==> src/rtl/serial_arith_pkg.sv <==
// Shared types, mode encoding and sizing helpers for the serial arithmetic units.
package serial_arith_pkg;

  typedef enum logic {
    IDLE = 1'b0,
    RUN  = 1'b1
  } state_t;

  localparam logic MODE_ADD = 1'b0;
  localparam logic MODE_SUB = 1'b1;

  // Number of digits in a word; guarded so a bad DIGIT cannot divide by zero
  // before the elaboration check in the top reports it.
  function automatic int ndig_f(input int width, input int digit);
    return (digit > 0) ? (width / digit) : 1;
  endfunction

  function automatic int cnt_width_f(input int ndig);
    return (ndig > 1) ? $clog2(ndig) : 1;
  endfunction

endpackage

==> src/rtl/serial_digit_adder.sv <==
// Combinational DIGIT-bit ripple adder exposing the carry into its MSB
// so the caller can derive two's-complement overflow.
module serial_digit_adder #(
  parameter int DIGIT = 1
) (
  input  logic [DIGIT-1:0] a,
  input  logic [DIGIT-1:0] b,
  input  logic             cin,
  output logic [DIGIT-1:0] s,
  output logic             cout,
  output logic             c_msb_in
);

  logic [DIGIT:0] c;

  assign c[0] = cin;

  generate
    for (genvar gi = 0; gi < DIGIT; gi++) begin : g_fa
      assign s[gi]    = a[gi] ^ b[gi] ^ c[gi];
      assign c[gi+1]  = (a[gi] & b[gi]) | (c[gi] & (a[gi] ^ b[gi]));
    end
  endgenerate

  assign cout     = c[DIGIT];
  assign c_msb_in = c[DIGIT-1];

endmodule

==> src/rtl/serial_addsub.sv <==
// Digit-serial adder/subtractor: LSB-first, DIGIT bits per cycle through one
// carry flip-flop; registered result, carry-out and signed overflow.
module serial_addsub
  import serial_arith_pkg::*;
#(
  parameter int WIDTH = 8,
  parameter int DIGIT = 1
) (
  input  logic             clk,
  input  logic             reset_n,
  input  logic             start,
  input  logic             sub,
  input  logic [WIDTH-1:0] operand_a,
  input  logic [WIDTH-1:0] operand_b,
  output logic             busy,
  output logic             done,
  output logic [WIDTH-1:0] sum,
  output logic             carry_out,
  output logic             overflow
);

  localparam int NDIG = ndig_f(WIDTH, DIGIT);
  localparam int CW   = cnt_width_f(NDIG);
  localparam logic [CW-1:0] LAST_CNT = CW'(NDIG - 1);

  generate
    if ((WIDTH < 2) || (DIGIT < 1) || ((WIDTH % DIGIT) != 0)) begin : g_param_check
      $fatal(1, "serial_addsub: WIDTH must be >= 2 and an integer multiple of DIGIT");
    end
  endgenerate

  state_t           state_reg, state_next;
  logic [WIDTH-1:0] a_reg, a_next;
  logic [WIDTH-1:0] b_reg, b_next;
  logic [WIDTH-1:0] res_reg, res_next;
  logic             carry_reg, carry_next;
  logic [CW-1:0]    cnt_reg, cnt_next;
  logic             done_reg, done_next;
  logic [WIDTH-1:0] sum_reg, sum_next;
  logic             cout_reg, cout_next;
  logic             ovf_reg, ovf_next;

  logic [DIGIT-1:0] digit_sum;
  logic             digit_cout;
  logic             digit_cmsb;
  logic [WIDTH-1:0] res_shifted;

  serial_digit_adder #(
    .DIGIT (DIGIT)
  ) u_digit (
    .a        (a_reg[DIGIT-1:0]),
    .b        (b_reg[DIGIT-1:0]),
    .cin      (carry_reg),
    .s        (digit_sum),
    .cout     (digit_cout),
    .c_msb_in (digit_cmsb)
  );

  // New digit enters at the MSB end; the lowest digit of res_reg falls off.
  assign res_shifted = WIDTH'({digit_sum, res_reg} >> DIGIT);

  always_comb begin
    state_next = state_reg;
    a_next     = a_reg;
    b_next     = b_reg;
    res_next   = res_reg;
    carry_next = carry_reg;
    cnt_next   = cnt_reg;
    done_next  = 1'b0;
    sum_next   = sum_reg;
    cout_next  = cout_reg;
    ovf_next   = ovf_reg;

    case (state_reg)
      IDLE: begin
        if (start) begin
          a_next     = operand_a;
          // Subtraction as A + ~B + 1: invert B now, inject the +1 as carry-in.
          b_next     = (sub == MODE_ADD) ? operand_b : ~operand_b;
          carry_next = (sub == MODE_SUB);
          res_next   = '0;
          cnt_next   = '0;
          state_next = RUN;
        end
      end
      RUN: begin
        a_next     = a_reg >> DIGIT;
        b_next     = b_reg >> DIGIT;
        res_next   = res_shifted;
        carry_next = digit_cout;
        cnt_next   = cnt_reg + CW'(1);
        if (cnt_reg == LAST_CNT) begin
          sum_next   = res_shifted;
          cout_next  = digit_cout;
          ovf_next   = digit_cmsb ^ digit_cout;
          done_next  = 1'b1;
          state_next = IDLE;
        end
      end
      default: state_next = IDLE;
    endcase
  end

  always_ff @(posedge clk or negedge reset_n) begin
    if (!reset_n) begin
      state_reg <= IDLE;
      a_reg     <= '0;
      b_reg     <= '0;
      res_reg   <= '0;
      carry_reg <= 1'b0;
      cnt_reg   <= '0;
      done_reg  <= 1'b0;
      sum_reg   <= '0;
      cout_reg  <= 1'b0;
      ovf_reg   <= 1'b0;
    end else begin
      state_reg <= state_next;
      a_reg     <= a_next;
      b_reg     <= b_next;
      res_reg   <= res_next;
      carry_reg <= carry_next;
      cnt_reg   <= cnt_next;
      done_reg  <= done_next;
      sum_reg   <= sum_next;
      cout_reg  <= cout_next;
      ovf_reg   <= ovf_next;
    end
  end

  assign busy      = (state_reg == RUN);
  assign done      = done_reg;
  assign sum       = sum_reg;
  assign carry_out = cout_reg;
  assign overflow  = ovf_reg;

endmodule
==> config.mk <==
export PLATFORM = sky130hd
export DESIGN_NAME = serial_addsub
export DESIGN_NICKNAME = d
export VERILOG_FILES = /design/src/rtl/serial_arith_pkg.sv /design/src/rtl/serial_digit_adder.sv /design/src/rtl/serial_addsub.sv
export SDC_FILE = /design/constraint.sdc
export NUM_CORES = 1
export LEC_CHECK = 0
export BUFFER_PORTS_ARGS = -buffer_cell sky130_fd_sc_hd__buf_4
export CAP_MARGIN = 20
export CORE_MARGIN = 5
export CORE_UTILIZATION = 35
export CTS_BUF_LIST = sky130_fd_sc_hd__clkbuf_4 sky130_fd_sc_hd__clkbuf_8
export CTS_CLUSTER_SIZE = 12
export DETAILED_ROUTE_END_ITERATION = 8
export PLACE_DENSITY = 0.63
export SLEW_MARGIN = 20
export SYNTH_ARGS = -nofsm -noshare
export SYNTH_HDL_FRONTEND = slang
export SYNTH_SLANG_ARGS = --single-unit
==> constraint.sdc <==
create_clock -name clk -period 1.8 [get_ports clk]
set_clock_uncertainty 0.2 [all_clocks]
set_input_delay 0.36 -clock clk [delete_from_list [all_inputs] [get_ports clk]]
set_output_delay 0.36 -clock clk [all_outputs]
set_load 0.01 [all_outputs]
==> Word-level counts from Yosys, hierarchy flattened <==
Index checks and enable logic that the tools add are counted.
{ "op_classes": {"n_addsub": 1, "eq_ne": 2, "muxes": 16, "bitwise_logic": 8, "n_reduce_logical": 1} }
{ "ops": {"columns": ["cell", "count"], "rows": [
  ["case mux 8 bit (2 select lines)", 3],
  ["2-to-1 mux 8 bit", 4],
  ["NOT 8 bit", 1],
  ["case mux 3 bit (2 select lines)", 1],
  ["2-to-1 mux 1 bit", 5],
  ["case mux 1 bit (2 select lines)", 2],
  ["adder 3 x 1 -> 3 bit, second input constant", 1],
  ["== test 3 bit, second input constant", 1],
  ["2-to-1 mux 3 bit", 1],
  ["bitwise XOR 1 bit", 3],
  ["AND 1 bit", 2],
  ["!= test 2 bit, second input constant", 1],
  ["AND reduction 2 bit", 1],
  ["NOT 1 bit", 1],
  ["bitwise OR 1 bit", 1]
]} }
{ "totals": {"reg_bits": 40, "input_bits": 20, "out_inout_bits": 12, "wordCells": 38} }

==> Depth between registers and ports, before layout <==
{ "logic_depth": {"ltp_word": 4, "depth_mapped": 5, "mapped_depth_nobuf": 4} }

==> Modules after synthesis <==
Synthesis repeated with hierarchy kept, for this count alone.
{ "unflattened": {"cells_unflattened": 147, "area_unflattened_um2": 1752.9} }
{ "modules_own_cells": {"columns": ["mod", "n_inst", "cells_per_inst", "area_each_um2", "seq_area_each_um2"], "rows": [
  ["serial_addsub", 1, 145, 1725.4, 975.9],
  ["serial_digit_adder", 1, 2, 27.5, 0.0]
]} }

==> Worst setup path before layout <==
Ideal clock, no wire load.
{ "synth_path": {"kind": "register to register", "start": "register cnt_reg[0]", "end": "register cout_reg, in the netlist carry_out", "setup_ps": 125, "t_arrival_ps": 1346, "required_time_ps": 1475, "slack_ps": 129, "stages_incl_launch_ff": 6, "n_path_buf": 1, "synth_period_minus_slack_ps": 1671, "cell_sequence": "dfrtp_1 > ha_1 > ha_1 > nand2_1 > buf_2 > mux2_2"} }
{ "synth_via": {"elab_chain_len": 2} }
{ "synth_lines": {"columns": ["element", "line_no", "text"], "rows": [
  ["start: declaration", "serial_addsub.sv:37", "logic [CW-1:0] cnt_reg, cnt_next;"],
  ["start signal: assignment", "serial_addsub.sv:122", "cnt_reg <= cnt_next;"],
  ["== test 3 bit", "serial_addsub.sv:92", "if (cnt_reg == LAST_CNT) begin"],
  ["AND reduction 2 bit (no line)", null, null],
  ["end signal: assignment", "serial_addsub.sv:125", "cout_reg <= cout_next;"],
  ["end: declaration", "serial_addsub.sv:40", "logic cout_reg, cout_next;"]
]} }
Every way passes these cells.
A chain may end at the register's enable or synchronous reset.

==> Final worst setup path <==
{ "layout_path": {"start": "register state_reg, in the netlist busy", "end": "output busy"} }
{ "layout_rtl": {"columns": ["element", "line_no", "text"], "rows": [
  ["start: declaration", "serial_addsub.sv:32", "state_t state_reg, state_next;"],
  ["start signal: assignment", "serial_addsub.sv:117", "state_reg <= state_next;"],
  ["end: declaration", "serial_addsub.sv:15", "output logic busy,"]
]} }
No word-level cell between the ends.

==> results_dict.tcl <==
set metrics [dict create \
    outcome "finished clean" \
    synth_top_cell_area_share_pct 56.56 \
    grtUsageTotal_pct 11.81 \
    drc 0 \
    arrival_ps 1140 \
    cts_resized 0 \
    power_density_nw_per_um2 1540 \
    cp_cell_sequence "buf_4 -> buf_4" \
    synth_warnings 0 \
    finalHoldViolCount 0 \
    fmax_mhz 587.2 \
    slowest_stage "dfrtp_1" \
    cts.clk_slew.worst_paths_ps 70 \
    core_area_um2 4755 \
    grt_pass1_vias 1215 \
    rows 25 \
    via_per_inst 4.709 \
    gr-total-overflow 0 \
    start_util_pct 36.29 \
    num_antenna_cells 0 \
    crit_path_max_fanout 12 \
    dieArea_um2 6434 \
    synth_area_um2 1725 \
    regArea_um2 975.9 \
    cts-root-to-sink-buffers 2 \
    path_class "reg2out" \
    drtIter0Drc 64 \
    io_pins 32 \
    final_cells 247 \
    async_reset_ff_share_pct 100.0 \
    cts_sinks 39 \
    avgSynthCellArea_um2 11.90 \
    layout_min_cycle_time_ps 1703 \
    ys_ff_latch 39 \
    die_h_um 80.21 \
    hpwl_um 2486 \
    cts_made_buffers 5 \
    tightestPinTransition_ps 493.6 \
    fin_crit_sh_pct 94.62 \
    vias 1163 \
    port_buffers 31 \
    worstPathRequired_ps 1240 \
    wirelength_um 3460 \
    syn2layout_area_growth_pct 25.45 \
    ys_top_cells_by_area "dfrtp_1 (57%), mux2_2 (6.5%), mux2i_1 (5.2%)" \
    startpoint_type "flop" \
    hp-class "in2reg" \
    crit_top_cell "buf_4" \
    placed_cells 238 \
    synthFlopType "dfrtp_1" \
    gp_congestion 0.7392 \
    synth_cells 145 \
    drv_slew 0 \
    nNetsFinal 202 \
    yosysTopAreaCell "dfrtp_1" \
    multi_input_area_um2 694.4 \
    wire_per_inst_um 14.01 \
    fin_setup_tns_ps 0 \
    p_leak_uw 0.001034 \
    postCtsHoldBufs 1 \
    max_slew_margin_pct 67.09 \
    cts_tree "done" \
    clock-root-buffer "clkbuf_8" \
    ir_worst_vdd_mv 0.4338 \
    antenna_found_initial 0 \
    grt_pass1_wl_um 5802 \
    cts_setup_buffers 0 \
    synth_edf_count 0 \
    rsz0062_at_grt "no" \
    synthMostInstantiatedCell "dfrtp_1" \
    cap_violations 0 \
    ant_nets 0 \
    n_fill_cell 471 \
    first_pass_iters 5 \
    die_w_um 80.21 \
    cts_max_level 2 \
    synth_seq_area_share_pct 56.56 \
    drive_gt1_share_pct 30.00 \
    finalSetupViolCount 0 \
    insertion_delay_ps 290 \
    ys_top_cells_by_count "dfrtp_1 (39), nand2_1 (18), o21ai_0 (15)" \
    syn-num-nets 168 \
    grt_max_degree 40 \
    cp_slowest_stage_delay_ps 500 \
    cp-end-kind "output pin" \
    yosysUniqueCellTypes 23 \
]
final cells by class:
cell class / instances / area share, %
flip-flops and latches: 39 / 45.09
clock buffers: 6 / 3.815
well taps: 67 / 3.873
multi-input cells: 95 / 32.08
inverters: 2 / 0.3468
clock inverters: 2 / 1.618
repair buffers: 36 / 13.18
routing by layer:
metal / vias up / routed length (um) / track usage, %
li1: 564 / - / -
met1: 576 / 1488 / 14.35
met2: 21 / 1798 / 19.12
met3: 2 / 157 / 4.148
met4: 0 / 16 / 4.561
met5: - / 0 / 0
cell families after synthesis:
family | count (synthesis) | share of synthesized area (%)
AO/OA/AOI/OAI | 27 | 10.22
XOR/XNOR | 9 | 4.568
adder cells (fa/ha/maj) | 3 | 2.610
buffers and inverters | 11 | 3.191
flip-flops | 39 | 56.56
multiplexers | 19 | 11.75
AND/OR/NAND/NOR | 37 | 11.09
cell usage in the layout (no fill, tap or decap):
cell type      Yosys  final
clkbuf_8           0      6
nand2b_1           7      7
buf_12             0      1
o21ai_0           15     15
mux2i_1            9      9
fa_1               1      1
or3b_1             4      4
mux2_2            10     10
nor2_2             1      1
bufinv_16          0      1
nor2_1             2      2
xnor2_1            4      4
ha_1               2      2
a221o_1            4      4
a211oi_1           1      1
nor2b_1            1      1
o21ai_1            1      1
clkinv_2           0      1
dfrtp_1           39     39
o211ai_1           3      3
inv_1              2      2
and2_1             4      4
buf_4              1     34
xor2_1             5      5
dlygate4sd3_1      0      1
nand2_1           18     18
a22o_1             3      3
through the flow:
stage	hold WS, ps	total power, uW	util [%]	setup WS (ps)	instance area [um^2]
2_1_floorplan	-135.6	2157	-	129.1	1725
3_3_place_gp	151.9	2541	42.84	165.0	2037
3_5_place_dp	161.3	2618	42.84	87.37	2037
4_1_cts	149.2	3381	45.53	73.21	2165
5_1_grt	167.1	3592	45.53	23.76	2165
6_report	139.4	3334	45.53	96.88	2165
final timing paths:
path	start	end	slack, ps	cells after the start
hold / removal	operand_a[7]	a_reg[7]	140	3
min in group asynchronous	reset_n	res_reg[2]	380	2
hold reg to reg	a_reg[3]	a_reg[2]	290	2
max in group asynchronous	reset_n	cnt_reg[2]	670	2
setup / recovery	busy	busy	100	2
setup reg to reg	cnt_reg[0]	sum[0]	100	5
where the power goes:
part | leakage, uW | internal [uW] | switching, uW
logic | 0.000473 | 603 | 490
registers | 0.000500 | 1250 | 242
clock network | 0.0000612 | 448 | 302
critical path: cells and delay by family, from the launching register on:
| family | cells | cell delay [ps] |
|---|---|---|
| flops | 1 | 500 |
| buf+inv | 2 | 360 |
(Power assumes the default switching activity.)
